==> src/rtl/fma16_issue_ctrl.sv <==
// -----------------------------------------------------------------------------
// fma16_issue_ctrl
//   Issue/retire controller wrapped around the combinational fma16 datapath.
//   A request is accepted over a valid/ready handshake, its opcode is decoded
//   into fma16's mul/add/negr/negz controls, and operands are held stable for
//   CORE_LAT extra cycles. fma16's result is then captured into a small
//   first-word-fall-through FIFO that is drained by a second handshake.
//
// Ports:
//   clk, reset_n                    clock, synchronous active-low reset
//   in_valid/in_ready               request handshake
//   in_op, in_x/y/z, in_rm, in_tag  request opcode, fp16 operands, rounding
//                                   mode and identifier
//   fma_x/y/z, fma_mul/add/negr/negz, fma_roundmode
//                                   registered drive into fma16
//   fma_result                      fma16 result (combinational from fma_*)
//   out_valid/out_ready             response handshake (FIFO head)
//   out_result, out_tag, out_err    head entry
//   ops_done                        count of popped responses (wraps)
// -----------------------------------------------------------------------------
module fma16_issue_ctrl #(
    parameter int CORE_LAT = 1,
    parameter int DEPTH    = 4,
    parameter int TAG_W    = 4
) (
    input  logic             clk,
    input  logic             reset_n,
    input  logic             in_valid,
    output logic             in_ready,
    input  logic [2:0]       in_op,
    input  logic [15:0]      in_x,
    input  logic [15:0]      in_y,
    input  logic [15:0]      in_z,
    input  logic [1:0]       in_rm,
    input  logic [TAG_W-1:0] in_tag,
    output logic [15:0]      fma_x,
    output logic [15:0]      fma_y,
    output logic [15:0]      fma_z,
    output logic             fma_mul,
    output logic             fma_add,
    output logic             fma_negr,
    output logic             fma_negz,
    output logic [1:0]       fma_roundmode,
    input  logic [15:0]      fma_result,
    output logic             out_valid,
    input  logic             out_ready,
    output logic [15:0]      out_result,
    output logic [TAG_W-1:0] out_tag,
    output logic             out_err,
    output logic [15:0]      ops_done
);

    localparam int PTR_W = (DEPTH > 1) ? $clog2(DEPTH) : 1;
    localparam int CNT_W = $clog2(DEPTH + 1);

    typedef enum logic [1:0] {IDLE, WAIT, CAPTURE} state_t;

    state_t             state, state_nxt;
    logic [3:0]         wait_cnt;
    logic [TAG_W-1:0]   tag_p0;
    logic               err_p0;
    logic               accept;
    logic [4:0]         dec;

    logic [15:0]        res_mem [DEPTH];
    logic [TAG_W-1:0]   tag_mem [DEPTH];
    logic               err_mem [DEPTH];
    logic [PTR_W-1:0]   wr_ptr, rd_ptr;
    logic [CNT_W-1:0]   count;
    logic               push, pop;

    // {err, mul, add, negr, negz}
    function automatic logic [4:0] decode_op(input logic [2:0] op);
        case (op)
            3'b000:  decode_op = 5'b0_0100;
            3'b001:  decode_op = 5'b0_0101;
            3'b010:  decode_op = 5'b0_1000;
            3'b011:  decode_op = 5'b0_1100;
            3'b100:  decode_op = 5'b0_1101;
            3'b101:  decode_op = 5'b0_1110;
            3'b110:  decode_op = 5'b0_1111;
            default: decode_op = 5'b1_0000;
        endcase
    endfunction

    assign in_ready = (state == IDLE) && (count < CNT_W'(DEPTH));
    assign accept   = in_valid && in_ready;
    assign dec      = decode_op(in_op);

    always_ff @(posedge clk) begin
        if (!reset_n) state <= IDLE;
        else          state <= state_nxt;
    end

    always_comb begin
        state_nxt = state;
        case (state)
            IDLE:    if (accept) state_nxt = (CORE_LAT > 0) ? WAIT : CAPTURE;
            WAIT:    if (wait_cnt <= 4'd1) state_nxt = CAPTURE;
            CAPTURE: state_nxt = IDLE;
            default: state_nxt = IDLE;
        endcase
    end

    always_ff @(posedge clk) begin
        if (!reset_n)           wait_cnt <= 4'd0;
        else if (accept)        wait_cnt <= 4'(CORE_LAT);
        else if (state == WAIT) wait_cnt <= wait_cnt - 4'd1;
    end

    // ---- issue stage: operands and controls held for fma16 until capture ----
    always_ff @(posedge clk) begin
        if (!reset_n) begin
            fma_x         <= '0;
            fma_y         <= '0;
            fma_z         <= '0;
            fma_roundmode <= '0;
            fma_mul       <= 1'b0;
            fma_add       <= 1'b0;
            fma_negr      <= 1'b0;
            fma_negz      <= 1'b0;
            tag_p0        <= '0;
            err_p0        <= 1'b0;
        end else if (accept) begin
            fma_x         <= in_x;
            fma_y         <= in_y;
            fma_z         <= in_z;
            fma_roundmode <= in_rm;
            fma_mul       <= dec[3];
            fma_add       <= dec[2];
            fma_negr      <= dec[1];
            fma_negz      <= dec[0];
            tag_p0        <= in_tag;
            err_p0        <= dec[4];
        end
    end

    // ---- retire stage: result FIFO ----
    // Only one op is ever in flight and acceptance needs a free slot, so a
    // push can never meet a full FIFO.
    assign push      = (state == CAPTURE);
    assign out_valid = (count != '0);
    assign pop       = out_valid && out_ready;

    always_ff @(posedge clk) begin
        if (push) begin
            res_mem[wr_ptr] <= err_p0 ? 16'h7E00 : fma_result;
            tag_mem[wr_ptr] <= tag_p0;
            err_mem[wr_ptr] <= err_p0;
        end
    end

    always_ff @(posedge clk) begin
        if (!reset_n) begin
            wr_ptr   <= '0;
            rd_ptr   <= '0;
            count    <= '0;
            ops_done <= '0;
        end else begin
            if (push) wr_ptr <= wr_ptr + PTR_W'(1);
            if (pop) begin
                rd_ptr   <= rd_ptr + PTR_W'(1);
                ops_done <= ops_done + 16'd1;
            end
            case ({push, pop})
                2'b10:   count <= count + CNT_W'(1);
                2'b01:   count <= count - CNT_W'(1);
                default: count <= count;
            endcase
        end
    end

    // Storage is not reset; gating by out_valid keeps the head at zero when empty.
    assign out_result = out_valid ? res_mem[rd_ptr] : 16'h0000;
    assign out_tag    = out_valid ? tag_mem[rd_ptr] : '0;
    assign out_err    = out_valid ? err_mem[rd_ptr] : 1'b0;

endmodule

==> config.mk <==
export PLATFORM = sky130hd
export DESIGN_NAME = fma16_issue_ctrl
export DESIGN_NICKNAME = d
export VERILOG_FILES = /design/src/rtl/fma16_issue_ctrl.sv
export SDC_FILE = /design/constraint.sdc
export NUM_CORES = 1
export LEC_CHECK = 0
export ABC_AREA = 1
export CORE_MARGIN = 2
export CORE_UTILIZATION = 31
export DETAILED_ROUTE_END_ITERATION = 12
export HOLD_SLACK_MARGIN = 0.06
export MAX_ROUTING_LAYER = met4
export PLACE_DENSITY_LB_ADDON = 0.05
export SLEW_MARGIN = 10
export SYNTH_ARGS = -nofsm -noshare
export SYNTH_HDL_FRONTEND = slang
export SYNTH_SLANG_ARGS = --single-unit
==> constraint.sdc <==
create_clock -name clk -period 2.7 [get_ports clk]
set_clock_uncertainty 0.15 [all_clocks]
set_input_delay 0.405 -clock clk [delete_from_list [all_inputs] [get_ports clk]]
set_output_delay 0.405 -clock clk [all_outputs]
set_load 0.01 [all_outputs]
==> results of run 1 <==
-- registers in the layout, summed over array words and instances, names as in the netlist, 3 cells and up, named ones only --
name and cells:
fma_y 16, err_mem 4, tag_mem 16, wait_cnt 4, res_mem 64, count 3
tag_p0 4, fma_z 16, fma_x 16, ops_done 16
-- report_power, final --
part / leakage [nW] / switching, mW / internal (mW)
registers: 1.50 / 0.148 / 3.00
logic: 1.79 / 1.22 / 1.02
clock network: 0.274 / 1.01 / 1.36
total: 3.56 / 2.38 / 5.37
-- metal layers --
layer	GRT usage, %	routed length [microns]	up-vias
met3	3.816	944	23
met1	18.55	8107	2658
met2	25.23	8673	134
met5	-	0	-
met4	5.247	304	0
li1	-	-	2871
-- stage by stage --
| stage | util [%] | area [sq um] | power, mW |
|---|---|---|---|
| 5_1_grt | 43.44 | 9774 | 8.150 |
| 3_5_place_dp | 40.54 | 9124 | 5.396 |
| 4_1_cts | 43.22 | 9727 | 7.823 |
| 3_3_place_gp | 40.54 | 9124 | 5.354 |
| 6_report | 43.44 | 9774 | 7.750 |
| 2_1_floorplan | - | 7069 | 4.310 |
-- critical path, stage by stage, from the launching register on --
cell and delay, ps:
dfxtp_4 420, clkinvlp_4 90, buf_4 190, nor2_1 110, o21ai_0 100, a21oi_2 170
clkdlybuf4s50_1 550
-- area by class of cell --
type	instances	area [sq um]	share of cell area (%)
Clock buffer	23	480.5	4.916
Clock inverter	9	87.58	0.8961
Inverter	56	216.5	2.215
Multi-Input combinational cell	499	2375	24.30
Sequential cell	174	4333	44.33
Tap cell	285	356.6	3.648
Timing Repair Buffer	191	1911	19.55
Timing Repair inverter	2	15.01	0.1536
-- layout by cell type, fill, tap and decap left out, types with 9 or more instances in the layout --
cell	Yosys	final
edfxtp_1	84	84
nor2_1	134	130
a21oi_1	86	81
inv_1	52	52
nand4_1	9	9
dfxtp_1	90	87
nand2_1	150	149
clkbuf_16	0	18
clkdlybuf4s50_1	0	167
nand2_2	11	12
o21ai_0	52	52
buf_4	0	16
a21oi_2	10	15
-- logic make-up (layout without fill, tap and decap cells) --
| family | after synthesis | after routing | share of synthesized area (%) |
|---|---|---|---|
| compound gates | 160 | 160 | 12.02 |
| simple gates | 328 | 328 | 19.19 |
| fa+ha+maj | 9 | 9 | 1.699 |
| flops | 174 | 174 | 61.17 |
| buf+inv | 94 | 281 | 5.681 |
| xor+xnor | 2 | 2 | 0.2478 |
-- final timing paths --
kind                            startpoint                       endpoint  slack, ps  depth (start not counted)
max                               register                 out_result[15]         90                          6
min          fma_roundmode[0]$_SDFFE_PN0P_  fma_roundmode[0]$_SDFFE_PN0P_        310                          2
max reg2reg          state[0]$_SDFFE_PN0P_          count[2]$_SDFFE_PN0P_        660                          9
min reg2reg  fma_roundmode[0]$_SDFFE_PN0P_  fma_roundmode[0]$_SDFFE_PN0P_        310                          2
-- repair_timing --
action / 4_1_cts / 5_1_grt
hold buffers: 0 / 0
resized for setup: 8 / 12
endpoints found under the setup margin: 21 / 21
pin swaps: 0 / 0
setup buffers: 1 / 1
cloned: 1 / 1
==> impl_metrics.yaml, run 1 <==
place:
  portBuffers: 169
  hpwl_microns: 11800
  place.gp.congestion: 0.7483
  pre_cts_ws_ps: 194.9
  placed_cells: 1203
worst_setup_path:
  critical_path_arrival_ps: 2050
  cp_max_fo: 11
  startpoint_type: "register"
  end_kind: "primary output"
  required_ps: 2140
  path_class: "register to primary output"
routing:
  drtPass1Iterations: 4
  finalWirelength_microns: 18030
  drt_iter0_markers: 208
  viasPerCell: 4.589
  drc: 0
  wire_per_inst_microns: 14.55
  drtAntennaViolNets: 0
  vias: 5686
layout:
  final_cell_count_no_fill: 1239
  nNetsFinal: 1027
  drive_gt1_share_pct: 10.69
  area_growth_syn_to_layout_pct: 38.27
  insertedDiodeCount: 0
  nFillCells: 2122
timing:
  final-hold-violation-count: 0
  setup_violations: 0
  holdWs_ps: 314.2
  fin_tns_setup_ps: 0
  timing.final.ws_setup_ps: 90.34
  rsz0062_at_grt: "false"
  timing.final.crit_share_pct: 96.65
  period_minus_slack_ps: 2610
  tightest_slew_ps: 742.8
  slew_headroom_pct: 50.42
  drv_slew: 0
  fmax_mhz: 383.2
floorplan:
  initial_utilization_pct: 31.42
  io_pins: 170
  fp.coreArea_sq_um: 22500
  die_x_microns: 155.0
  num_rows: 55
  dieArea_sq_um: 24030
  dieHeight_microns: 155.0
cts:
  cts_tree: "built"
  clockBufferDepth: 2
  clock_latency_ps: 420
  h-tree-depth: 4
  cts_sinks: 174
  cts_buffers: 17
  cts_root_buf: "clkbuf_16"
  clk_pin_slew_ps: 60
synth:
  ys_warn_count: 0
  yosys-top-cells-area: "edfxtp_1, dfxtp_1, nand2_1"
  synth_edf_count: 84
  ys_seq_area_share_pct: 61.17
  syn_inst: 767
  synth.distinct_cells: 34
  synth_largest_area_cell: "edfxtp_1"
  post-synth-top-area-fraction_pct: 35.68
  syn_area_per_cell_sq_um: 9.217
  synthFlopType: "dfxtp_1"
  ys_top_cells_by_count: "nand2_1, nor2_1, dfxtp_1, a21oi_1, edfxtp_1"
  synth_area_sq_um: 7069
  yosysMostFrequentCell: "nand2_1"
  ys_async_sr_fraction_pct: 0
  synthesis.nets: 853
  synth_seq_cells: 174
power:
  power_density_nw_per_um2: 792.9
  peakVddDrop_v: 0.0004346
  p_leak_nw: 3.564
status:
  outcome: "completed"
flow_run:
  drv_cap: 0
grt:
  antenna_found_initial: 0
  grt_max_degree: 34
  first_global_vias: 5410
  overflow: 0
  track_usage_pct: 15.37
  grt_pass1_wl_microns: 27990
hold_path:
  hp-class: "register to register"
No activity file was read; power rests on OpenSTA's default activity.
==> run 2, diff against run 1 <==
Settings changed: GPL_TIMING_DRIVEN set to 0.
==> impl_metrics.yaml, run 2 (synthesized netlist as in run 1, its figures left out) <==
routing:
  drtPass1Iterations: 4
  drtAntennaViolNets: 0
  finalWirelength_microns: 18320
  drt_iter0_markers: 296
  vias: 5604
  wire_per_inst_microns: 14.60
  viasPerCell: 4.465
  drc: 0
timing:
  tightest_slew_ps: 723.3
  drv_slew: 0
  fin_tns_setup_ps: 0
  rsz0062_at_grt: "false"
  fmax_mhz: 381.3
  timing.final.ws_setup_ps: 77.40
  period_minus_slack_ps: 2623
  setup_violations: 0
  final-hold-violation-count: 0
  holdWs_ps: 235.2
  timing.final.crit_share_pct: 97.13
  slew_headroom_pct: 51.72
place:
  placed_cells: 1224
  portBuffers: 168
  placed_cell_area_sq_um: 9175
  pre_cts_ws_ps: -99.63
  hpwl_microns: 12580
  place.gp.congestion: 0.7434
power:
  power_density_nw_per_um2: 814.8
  p_leak_nw: 3.671
  peakVddDrop_v: 0.0003829
  power_mw: 8.036
cts:
  h-tree-depth: 4
  cts_buffers: 17
  cts_tree: "built"
  clk_pin_slew_ps: 60
  clock_latency_ps: 420
  clockBufferDepth: 2
  cts_sinks: 174
  cts_root_buf: "clkbuf_16"
layout:
  nFillCells: 2249
  postLayoutCellArea_sq_um: 9863
  final_cell_count_no_fill: 1255
  largest-register: "res_mem"
  layout_commonest_cell: "clkdlybuf4s50_1"
  drive_gt1_share_pct: 10.41
  final_util_pct: 43.83
  largest_reg_flops: 64
  insertedDiodeCount: 0
  nNetsFinal: 1043
  area_growth_syn_to_layout_pct: 39.52
  final_cell_mix: "clkdlybuf4s50_1, nand2_1, nor2_1"
grt:
  first_global_vias: 5427
  grt_max_degree: 22
  track_usage_pct: 15.93
  grt_pass1_wl_microns: 28860
  antenna_found_initial: 0
  overflow: 0
worst_setup_path:
  path_class: "register to primary output"
  path_cells: "inv_2 > buf_2 > o21ai_0 > a21oi_1 > clkdlybuf4s50_1"
  path_buf_inv: 3
  critical_path_arrival_ps: 2070
  cp_top_family: "buffers and inverters"
  cp_slowest_stage_delay_ps: 590
  end_kind: "primary output"
  cp_slowest_cell: "clkdlybuf4s50_1"
  required_ps: 2140
  startpoint_type: "register"
  cp_max_fo: 10
floorplan:
  num_rows: 55
  fp.coreArea_sq_um: 22500
  io_pins: 170
  initial_utilization_pct: 31.42
  die_x_microns: 155.0
  dieHeight_microns: 155.0
  dieArea_sq_um: 24030
flow_run:
  drv_cap: 0
status:
  outcome: "completed"
hold_path:
  hp-class: "primary input to register"
[run 2: cell types whose count changed in the layout (fill, tap and decap cells not counted), sizes merged]
| cell | delta |
|---|---|
| clkinvlp | -5 |
| clkbuf | +13 |
| clkdlybuf4s50 | -7 |
| dlymetal6s2s | +3 |
| bufinv | +3 |
| inv | +4 |
| buf | +1 |
| dlygate4sd2 | +3 |
| clkinv | +1 |
[run 2: worst paths after layout]
kind                    startpoint               endpoint  slack [ps]  cells past startpoint
max                       register         out_result[15]          80                      5
min                        reset_n  count[0]$_SDFFE_PN0P_         240                      3
max reg2reg  count[1]$_SDFFE_PN0P_  count[2]$_SDFFE_PN0P_         460                      9
min reg2reg  count[0]$_SDFFE_PN0P_  count[0]$_SDFFE_PN0P_         310                      1
[run 2: report_power, final]
group | switching, mW | leakage, nW | internal (mW) | total [mW]
Combinational | 1.25 | 1.87 | 1.01 | 2.26
Clock | 1.08 | 0.306 | 1.57 | 2.65
Sequential | 0.137 | 1.50 | 3.00 | 3.13
[run 2: timing repair]
item | CTS | global route
hold buffers | 0 | 0
setup endpoints to repair | 21 | 18
resized for setup | 23 | 17
buffers inserted | 0 | 0
[run 2: final cells by class]
cell class              count  area (sq um)  area share, %
plain buffers              37         221.5          2.245
well taps                 285         356.6          3.615
clock buffers              18         429.2          4.351
inverters                  56         210.2          2.131
repair buffers            172          1743          17.67
flip-flops and latches    174          4332          43.92
multi-input cells         499          2367          24.00
clock inverters            14         203.9          2.068
[run 2: routing by layer]
metal,routed length (microns),vias to the layer above,track usage (%)
met4,303,0,4.894
li1,-,2904,-
met1,8376,2556,19.89
met3,1157,18,5.070
met5,0,-,-
met2,8481,126,24.74
[run 2: worst min-delay path: stages]
cell and delay [ps]:
clkbuf_1 190, o21ai_0 120, a21oi_1 40
